===== config.mk =====
export PLATFORM = sky130hd
export DESIGN_NAME = apuf_eval_sequencer
export DESIGN_NICKNAME = d
export VERILOG_FILES = /design/src/rtl/apuf_eval_sequencer.sv
export SDC_FILE = /design/constraint.sdc
export NUM_CORES = 1
export LEC_CHECK = 0
export ABC_AREA = 0
export BUFFER_PORTS_ARGS = -buffer_cell sky130_fd_sc_hd__buf_2
export CORE_ASPECT_RATIO = 1.1
export CORE_MARGIN = 4
export CORE_UTILIZATION = 51
export DETAILED_ROUTE_END_ITERATION = 10
export PLACE_DENSITY = 0.86
export SLEW_MARGIN = 20
export SYNTH_ARGS = -nofsm -noshare
export SYNTH_HDL_FRONTEND = slang
export SYNTH_SLANG_ARGS = --single-unit

===== constraint.sdc =====
create_clock -name clk -period 3.3 [get_ports clk]
set_clock_uncertainty 0.15 [all_clocks]
set_input_delay 0.66 -clock clk [delete_from_list [all_inputs] [get_ports clk]]
set_output_delay 0.66 -clock clk [all_outputs]
set_load 0.01 [all_outputs]

===== src/rtl/apuf_eval_sequencer.sv =====
// apuf_eval_sequencer
// Runs one Arbiter PUF evaluation for the host. It latches a challenge, lets
// the delay chains settle, then fires the trigger NEVAL times. Each evaluation
// waits for the APUF ready strobe (or a timeout), and a rest gap follows every
// trigger pulse. The result is a majority-voted response bit plus the count of
// evaluations that returned 1.
//
// Handshakes:
//   host side:  start is a single-cycle request, taken only in IDLE. busy is
//               high from the accept edge until the done pulse. done is high for
//               exactly one cycle, and resp_bit/ones_cnt/timeout_err are valid
//               in that cycle and are held until the next accept.
//   APUF side:  puf_resp_ready is a strobe synchronous to clk. It is looked at
//               only while the trigger is high (TRIG), and puf_resp_bit is
//               taken on the first edge that sees it.
module apuf_eval_sequencer #(
   parameter int NCHAL       = 128,
   parameter int NEVAL       = 7,
   parameter int SETTLE_CYC  = 16,
   parameter int REST_CYC    = 8,
   parameter int TIMEOUT_CYC = 1024,
   parameter int CW          = $clog2(NEVAL + 1)
) (
   input  logic             clk,
   input  logic             rst_n,
   input  logic             start,
   input  logic [NCHAL-1:0] chal_in,
   output logic             busy,
   output logic             done,
   output logic             resp_bit,
   output logic [CW-1:0]    ones_cnt,
   output logic             timeout_err,
   output logic [NCHAL-1:0] puf_chal,
   output logic             puf_tig,
   input  logic             puf_resp_ready,
   input  logic             puf_resp_bit
);

   // A majority vote needs an odd number of evaluations. Every phase must
   // also last at least one cycle.
   if (NEVAL < 1 || (NEVAL % 2) == 0) begin : gBadNeval
      $error("apuf_eval_sequencer: NEVAL must be odd and >= 1");
   end
   if (SETTLE_CYC < 1 || REST_CYC < 1 || TIMEOUT_CYC < 1) begin : gBadCycles
      $error("apuf_eval_sequencer: SETTLE_CYC, REST_CYC and TIMEOUT_CYC must be >= 1");
   end

   // One shared phase counter covers the settle, trigger-wait and rest phases.
   // It is sized for the longest of the three.
   localparam int MAXC = (SETTLE_CYC > REST_CYC)
                         ? ((SETTLE_CYC > TIMEOUT_CYC) ? SETTLE_CYC : TIMEOUT_CYC)
                         : ((REST_CYC > TIMEOUT_CYC) ? REST_CYC : TIMEOUT_CYC);
   localparam int TW = $clog2(MAXC + 1);

   localparam logic [TW-1:0] SETTLE_LAST  = TW'(SETTLE_CYC - 1);
   localparam logic [TW-1:0] REST_LAST    = TW'(REST_CYC - 1);
   localparam logic [TW-1:0] TIMEOUT_LAST = TW'(TIMEOUT_CYC - 1);
   localparam logic [CW-1:0] NEVAL_C      = CW'(NEVAL);
   localparam logic [CW-1:0] HALF_C       = CW'(NEVAL / 2);

   typedef enum logic [2:0] {
      IDLE   = 3'd0,
      SETTLE = 3'd1,
      TRIG   = 3'd2,
      REST   = 3'd3,
      DONE   = 3'd4
   } seqState_t;

   // state is a plain named register so that checkers can bind to it directly.
   seqState_t       state;
   logic [TW-1:0]   phaseCnt;
   logic [CW-1:0]   evalIdx;

   // Sequencer FSM. Every output is registered here, so puf_chal and puf_tig
   // are glitch-free.
   always_ff @(posedge clk or negedge rst_n) begin
      if (!rst_n) begin
         state       <= IDLE;
         phaseCnt    <= '0;
         evalIdx     <= '0;
         busy        <= 1'b0;
         done        <= 1'b0;
         resp_bit    <= 1'b0;
         ones_cnt    <= '0;
         timeout_err <= 1'b0;
         puf_chal    <= '0;
         puf_tig     <= 1'b0;
      end else begin
         done <= 1'b0;
         case (state)
            IDLE: begin
               if (start) begin
                  puf_chal    <= chal_in;
                  ones_cnt    <= '0;
                  evalIdx     <= '0;
                  resp_bit    <= 1'b0;
                  timeout_err <= 1'b0;
                  busy        <= 1'b1;
                  phaseCnt    <= '0;
                  state       <= SETTLE;
               end
            end
            SETTLE: begin
               // The trigger rises on the SETTLE_CYC-th edge after accept.
               if (phaseCnt == SETTLE_LAST) begin
                  phaseCnt <= '0;
                  puf_tig  <= 1'b1;
                  state    <= TRIG;
               end else begin
                  phaseCnt <= phaseCnt + TW'(1);
               end
            end
            TRIG: begin
               // If ready and the timeout land on the same edge, the response wins.
               if (puf_resp_ready) begin
                  ones_cnt <= ones_cnt + CW'(puf_resp_bit);
                  evalIdx  <= evalIdx + CW'(1);
                  puf_tig  <= 1'b0;
                  phaseCnt <= '0;
                  state    <= REST;
               end else if (phaseCnt == TIMEOUT_LAST) begin
                  timeout_err <= 1'b1;
                  puf_tig     <= 1'b0;
                  phaseCnt    <= '0;
                  state       <= REST;
               end else begin
                  phaseCnt <= phaseCnt + TW'(1);
               end
            end
            REST: begin
               // The challenge stays put here. Only the trigger is re-armed,
               // and the delay chains are not settled again.
               if (phaseCnt == REST_LAST) begin
                  phaseCnt <= '0;
                  if (evalIdx < NEVAL_C && !timeout_err) begin
                     puf_tig <= 1'b1;
                     state   <= TRIG;
                  end else begin
                     done     <= 1'b1;
                     busy     <= 1'b0;
                     resp_bit <= (ones_cnt > HALF_C);
                     state    <= DONE;
                  end
               end else begin
                  phaseCnt <= phaseCnt + TW'(1);
               end
            end
            DONE: begin
               // done is high during this cycle. A start seen now is dropped.
               state <= IDLE;
            end
            default: begin
               state <= IDLE;
            end
         endcase
      end
   end

endmodule

==> results_dict.tcl, run 1 <==
set metrics [dict create \
    syn_to_final_growth_pct 34.33 \
    cts_setup_buffers 0 \
    num_io_pins 269 \
    placementRows 41 \
    setup.worst_path.start_class "flip-flop" \
    route.final.wire_length_um 15960 \
    fmax_ghz 0.4924 \
    number_of_storage_elements_in_the_synthesis_netlist 153 \
    final_layout_size_suffix_gt1_share_pct 32.85 \
    clkSlewWorstSetupHoldPaths_ns 0.06 \
    drtAntennaViolNets 0 \
    finalSetupViolations 0 \
    cts_buffer_depth 2 \
    dr.pass1.iters 4 \
    reg2reg_to "phaseCnt[3]" \
    grt_antenna_before_repair 0 \
    detailed_place_hpwl_um 11710 \
    die_area_um2 13890 \
    leak_pwr_nw 4.847 \
    fin_tns_setup_ns 0 \
    final_min_period_over_clock_period_pct 61.54 \
    worst-r2r-setup-slack_ns 1.27 \
    min_period_ns 2.031 \
    groute.usage.overall_pct 23.26 \
    detailedRoute.firstIterationViolations 306 \
    crit_path_cell_trace "ha_1 > nand3_1 > and4bb_4 > a2bb2oi_4 > o21ai_1 > a22o_1" \
    grt-ovfl-total 0 \
    place.gp.congestion 0.7890 \
    postSynthCellCount 689 \
    netlist.top_cell.by_area "dfrtp_1" \
    portBuffers 268 \
    timing.max_slew.rel_slack_pct 61.73 \
    unrepaired_setup_endpoints_after_global_routing "false" \
    cts_tree "yes" \
    cts_repair_resize_count 0 \
    synthDominantCellAreaShare_pct 62.20 \
    ys.flop_type "dfrtp_1" \
    outcome "complete, no violations" \
    clock_insertion_delay_worst_skew_ns 0.40 \
    critical-path-slowest-cell "and4bb_4" \
    route.detailed.wl_per_inst_um 14.35 \
    grt_first_pass_wirelength_um 25670 \
    utilization_pct 71.01 \
    drt_drc_violations_left 0 \
    portion_of_the_post_synthesis_area_used_by_sequential_elements_pct 62.20 \
    worst-path-max-fanout 10 \
    clock_tree.root_cell "clkbuf_16" \
    hold_class "in -> async" \
    ys_async_rst_share_pct 100.0 \
    yosysUniqueCellTypes 40 \
    die_x_um 112.8 \
    synth.cell_area_um2 6156 \
    reg2reg_depth 6 \
    insertedDiodeCount 0 \
    floorplan.die.height_um 123.2 \
    final_max_slew_viol_count 0 \
    grt_start_max_net_pins 92 \
    initial_cell_density_of_the_core_pct 52.86 \
    syn-num-nets 826 \
    htree_levels 4 \
    required_worst_endpoint_ns 3.44 \
    tritoncts.num_buffers 17 \
    final_hold_viol_count 0 \
    final_nets 1087 \
    cts_hold_repair.buffers 0 \
    peakVddDrop_mv 0.4441 \
    worst_slew_pin_slew_ns 0.5740 \
    total_vias_in_the_final_route 5425 \
    synthesis.area_per_instance_um2 8.935 \
    maxCapViolations 0 \
    synth_enable_flop_cells 0 \
    via_count_of_the_first_global_routing_pass 5361 \
    power_per_cell_area_nw_per_um2 926.2 \
    critical_path.max_stage_delay_ns 0.41 \
    cp.arrival_ns 2.17 \
    total_number_of_clock_tree_sinks 153 \
    synth_top_cells_by_area "dfrtp_1, nand2_1, buf_2" \
    reg2reg_from "phaseCnt[0]" \
    floorplan.core_area_um2 11640 \
    critPathKind "reg -> reg" \
    vias_per_cell 4.879 \
    synth-warning-count 0 \
    endpoint_kind "flip-flop" \
]
## power by group
group	leakage [nW]	internal [W]	switching [W]
logic	2.61	0.00102	0.00150
registers	1.93	0.00266	0.000434
clock network	0.311	0.00129	0.000757
total	4.85	0.00497	0.00269
## cells in the final DEF (no fill, tap or decap), types with 2 or more instances in the layout
master / Yosys / routed
inv_1: 5 / 5
buf_4: 1 / 4
buf_12: 0 / 3
and3_1: 3 / 3
clkbuf_16: 0 / 17
o21ai_1: 6 / 6
nor3b_1: 2 / 2
dfrtp_1: 153 / 153
buf_2: 19 / 267
a22o_1: 2 / 2
xor2_1: 3 / 3
clkinv_2: 0 / 2
nand2_1: 403 / 403
inv_6: 0 / 3
o21ai_0: 7 / 7
a21oi_1: 6 / 6
ha_1: 4 / 4
or2_2: 2 / 2
and2b_1: 2 / 2
bufinv_16: 0 / 4
or3_1: 3 / 3
a31oi_1: 2 / 2
a21o_1: 4 / 4
nor2_1: 16 / 16
clkinv_4: 0 / 4
nand3_1: 10 / 10
nor3_1: 5 / 5
## state kept, by name (all words and copies together) (netlist names)
name,flops
busy,1
done,1
evalIdx,3
ones_cnt,3
phaseCnt,11
puf_chal,128
puf_tig,1
resp_bit,1
state,3
timeout_err,1
## cell usage after synthesis, types with 2 or more instances
cell type / instances
ha_1: 4
inv_1: 5
a21o_1: 4
a22o_1: 2
nor3b_1: 2
o21ai_0: 7
a31oi_1: 2
clkbuf_1: 13
or3_1: 3
and3_1: 3
dfrtp_1: 153
or2_2: 2
buf_2: 19
nand2_1: 403
nor2_1: 16
nor3_1: 5
o21ai_1: 6
and2b_1: 2
a21oi_1: 6
nand3_1: 10
xor2_1: 3
## cells by family after synthesis
kind of cell / Yosys count / synth area share (%)
DFF: 153 / 62.20
adders and majority gates: 4 / 0.8130
and+or+nand+nor: 457 / 29.86
buffers and inverters: 38 / 2.764
xor gates and xnor gates: 3 / 0.4269
muxes: 1 / 0.1626
AOI/OAI and AO/OA: 33 / 3.781
## worst max path at each step
stage / start / end / slack [ns]
floorplan: phaseCnt[0] / phaseCnt[3] / 1.47
global placement: start / resp_bit / 1.32
detailed placement: start / resp_bit / 1.29
CTS: phaseCnt[0] / phaseCnt[3] / 1.28
global route: phaseCnt[0] / phaseCnt[9] / 1.08
finish: phaseCnt[0] / phaseCnt[3] / 1.27
## layer usage
metal  vias to the layer above  track usage, %  share of wire [%]
met5                         -               0                  0
met4                         0           10.59                3.3
met3                        41           5.678                6.8
met2                       202           39.26                 51
met1                      2516           28.46                 39
li1                       2666               -                  -
## worst max-delay path, delay by kind of cell (launching register included)
kind                     cells  cell delay [ns]
flip-flops                   1             0.38
AND/OR/NAND/NOR              2             0.59
AO/OA/AOI/OAI                3             0.56
adder cells (fa/ha/maj)      1             0.22
## per-stage QoR
step	instance area, µm²	power, W	hold WS, ns	std cells	setup WS (ns)
after floorplan	6156	0.004480	0.2144	689	1.475
after global placement	7639	0.005556	0.3026	1081	1.320
after detailed placement	7639	0.005668	0.3067	1081	1.288
after CTS	8269	0.007749	0.07896	1112	1.277
after global routing	8269	0.008210	0.1022	1112	1.077
final	8269	0.007659	0.05987	1112	1.269
## area by class of cell
| class | count | area, µm² |
|---|---|---|
| flip-flops and latches | 153 | 3829 |
| clock inverters | 13 | 191.4 |
| well taps | 150 | 187.7 |
| inverters | 5 | 18.77 |
| fillers | 884 | 3376 |
| repair buffers | 275 | 1438 |
| clock buffers | 18 | 439.2 |
| multi-input cells | 498 | 2166 |
Power figures use the tool's default switching activity.
==> run 2, diff against run 1 <==
--- a/config.mk
+++ b/config.mk
@@ -9,9 +9,9 @@
 export BUFFER_PORTS_ARGS = -buffer_cell sky130_fd_sc_hd__buf_2
 export CORE_ASPECT_RATIO = 1.1
 export CORE_MARGIN = 4
-export CORE_UTILIZATION = 51
+export CORE_UTILIZATION = 43
 export DETAILED_ROUTE_END_ITERATION = 10
-export PLACE_DENSITY = 0.86
+export PLACE_DENSITY = 0.77
 export SLEW_MARGIN = 20
 export SYNTH_ARGS = -nofsm -noshare
 export SYNTH_HDL_FRONTEND = slang
==> constraint.sdc (replaced) <==
create_clock -name clk -period 1.7 [get_ports clk]
set_clock_uncertainty 0.15 [all_clocks]
set_input_delay 0.34 -clock clk [delete_from_list [all_inputs] [get_ports clk]]
set_output_delay 0.34 -clock clk [all_outputs]
set_load 0.01 [all_outputs]
==> run 2 against run 1 <==
Effect of this change: the run now ends with negative setup slack left; critical path depth did not move; register-to-register slack worse by 1.4 ns; worst hold slack worse by 0.050 ns; critical path type unchanged; largest cell class unchanged.
==> results_dict.tcl, run 2 (synthesized netlist as in run 1, its figures left out) <==
set metrics [dict create \
    outcome "finished with violations" \
    failed_checks "negative setup slack" \
    die_area_um2 16300 \
    initial_cell_density_of_the_core_pct 44.26 \
    drtAntennaViolNets 0 \
    grt_first_pass_wirelength_um 33650 \
    via_count_of_the_first_global_routing_pass 6905 \
    power_per_cell_area_nw_per_um2 1552 \
    num_io_pins 269 \
    largest_reg_flops 128 \
    grt-ovfl-total 0 \
    vias_per_cell 4.994 \
    clkSlewWorstSetupHoldPaths_ns 0.06 \
    top_regs "puf_chal: 128 flops, phaseCnt: 11 flops" \
    route.detailed.wl_per_inst_um 16.66 \
    final_max_slew_viol_count 0 \
    final_min_period_over_clock_period_pct 107.1 \
    worst-path-max-fanout 6 \
    route.final.wire_length_um 22320 \
    htree_levels 4 \
    drt_drc_violations_left 0 \
    die_x_um 122.1 \
    hold_path_end "puf_chal[106]" \
    cts_tree "yes" \
    detailed_place_hpwl_um 12670 \
    hold_path.startpoint "chal_in[106]" \
    layout_commonest_cell "nand2_1" \
    reg2reg_to "phaseCnt[5]" \
    final_nets 1276 \
    detailedRoute.firstIterationViolations 377 \
    cts_buffer_depth 2 \
    postLayoutSetupSlackWorst_ns -0.1207 \
    final_layout_size_suffix_gt1_share_pct 34.93 \
    critPathKind "reg -> reg" \
    whs_ns 0.009557 \
    grt_antenna_before_repair 0 \
    reg2reg_from "phaseCnt[8]" \
    tritoncts.num_buffers 17 \
    finalSetupViolations 55 \
    clock_tree.root_cell "clkbuf_16" \
    portBuffers 268 \
    min_period_ns 1.821 \
    floorplan.core_area_um2 13910 \
    total_vias_in_the_final_route 6692 \
    grt_start_max_net_pins 45 \
    dp_cells 1161 \
    final_hold_viol_count 0 \
    final_cells 1340 \
    maxCapViolations 0 \
    worst-r2r-setup-slack_ns -0.12 \
    unrepaired_setup_endpoints_after_global_routing "true" \
    fmax_ghz 0.5493 \
    layout.cells.most_common_list "nand2_1, buf_2, dfrtp_1, dlygate4sd3_1, buf_4" \
    cp.arrival_ns 1.98 \
    required_worst_endpoint_ns 1.85 \
    placementRows 45 \
    detailedPlace.worstSlack_ns -0.2005 \
    setup.worst_path.start_class "flip-flop" \
    total_number_of_clock_tree_sinks 153 \
    leak_pwr_nw 5.751 \
    dr.pass1.iters 5 \
    timing.max_slew.rel_slack_pct 71.96 \
    floorplan.die.height_um 133.5 \
    reg2reg_depth 6 \
    groute.usage.overall_pct 26.24 \
    syn_to_final_growth_pct 69.35 \
    hold_class "in -> reg" \
    place.gp.congestion 0.8126 \
    clock_insertion_delay_worst_skew_ns 0.42 \
    peakVddDrop_mv 0.8243 \
    hold_depth 3 \
    endpoint_kind "flip-flop" \
    worst_slew_pin_slew_ns 0.4174 \
    largest_register "puf_chal" \
]
run 2: power by group:
part / switching (W) / total [W] / internal (W)
Sequential: 0.000920 / 0.00609 / 0.00517
Clock: 0.00155 / 0.00386 / 0.00231
Combinational: 0.00350 / 0.00623 / 0.00274
run 2: how the worst max path moves through the flow:
stage,from,end,slack (ns),cells after the start
6_report,phaseCnt[8],phaseCnt[5],-0.12,6
3_3_place_gp,phaseCnt[7],phaseCnt[2],-0.14,5
2_1_floorplan,phaseCnt[0],phaseCnt[3],-0.06,6
5_1_grt,state[0],phaseCnt[7],-0.21,5
4_1_cts,phaseCnt[8],phaseCnt[5],-0.09,6
3_5_place_dp,phaseCnt[7],phaseCnt[3],-0.20,5
run 2: metrics by stage:
step,area [µm²],setup TNS [ns],utilization (%),total power (W)
2_1_floorplan,6181,-0.1911,-,0.008739
3_3_place_gp,8114,-1.486,58.34,0.01121
3_5_place_dp,8114,-2.977,58.34,0.01143
4_1_cts,10160,-0.5938,73.03,0.01574
5_1_grt,10420,-7.471,74.94,0.01711
6_report,10430,-1.963,74.96,0.01618
run 2: worst max-delay path, cell delays in order (launching register included):
cell       delay (ns)
dfrtp_1          0.41
nor4_4           0.37
nand4_4          0.21
buf_6            0.18
a2bb2oi_4        0.15
nor3b_1          0.07
a21o_1           0.15
run 2: repair_timing:
action,in CTS,in global routing
pin swaps,9,9
hold buffers,128,0
gates cloned,2,6
resized for setup,17,36
endpoints found under the hold margin,280,0
endpoints found under the setup margin,94,145
setup buffers,6,6
run 2: layout make-up:
cell class	count	area, µm²
timing repair buffer	463	3421
clock inverter	13	168.9
fill	861	3482
antenna	1	2.502
multi-input combinational	499	2321
sequential	153	3829
clock buffer	18	429.2
inverter	5	18.77
tap	188	235.2
run 2: layer usage:
layer	GRT usage (%)	up-vias	routed length, µm	share of wire (%)
met5	0	-	0	0
met4	16.12	0	1037	4.6
met3	7.176	93	1455	6.5
met2	45.42	345	11970	54
met1	28.24	3205	7861	35
li1	-	3049	-	-
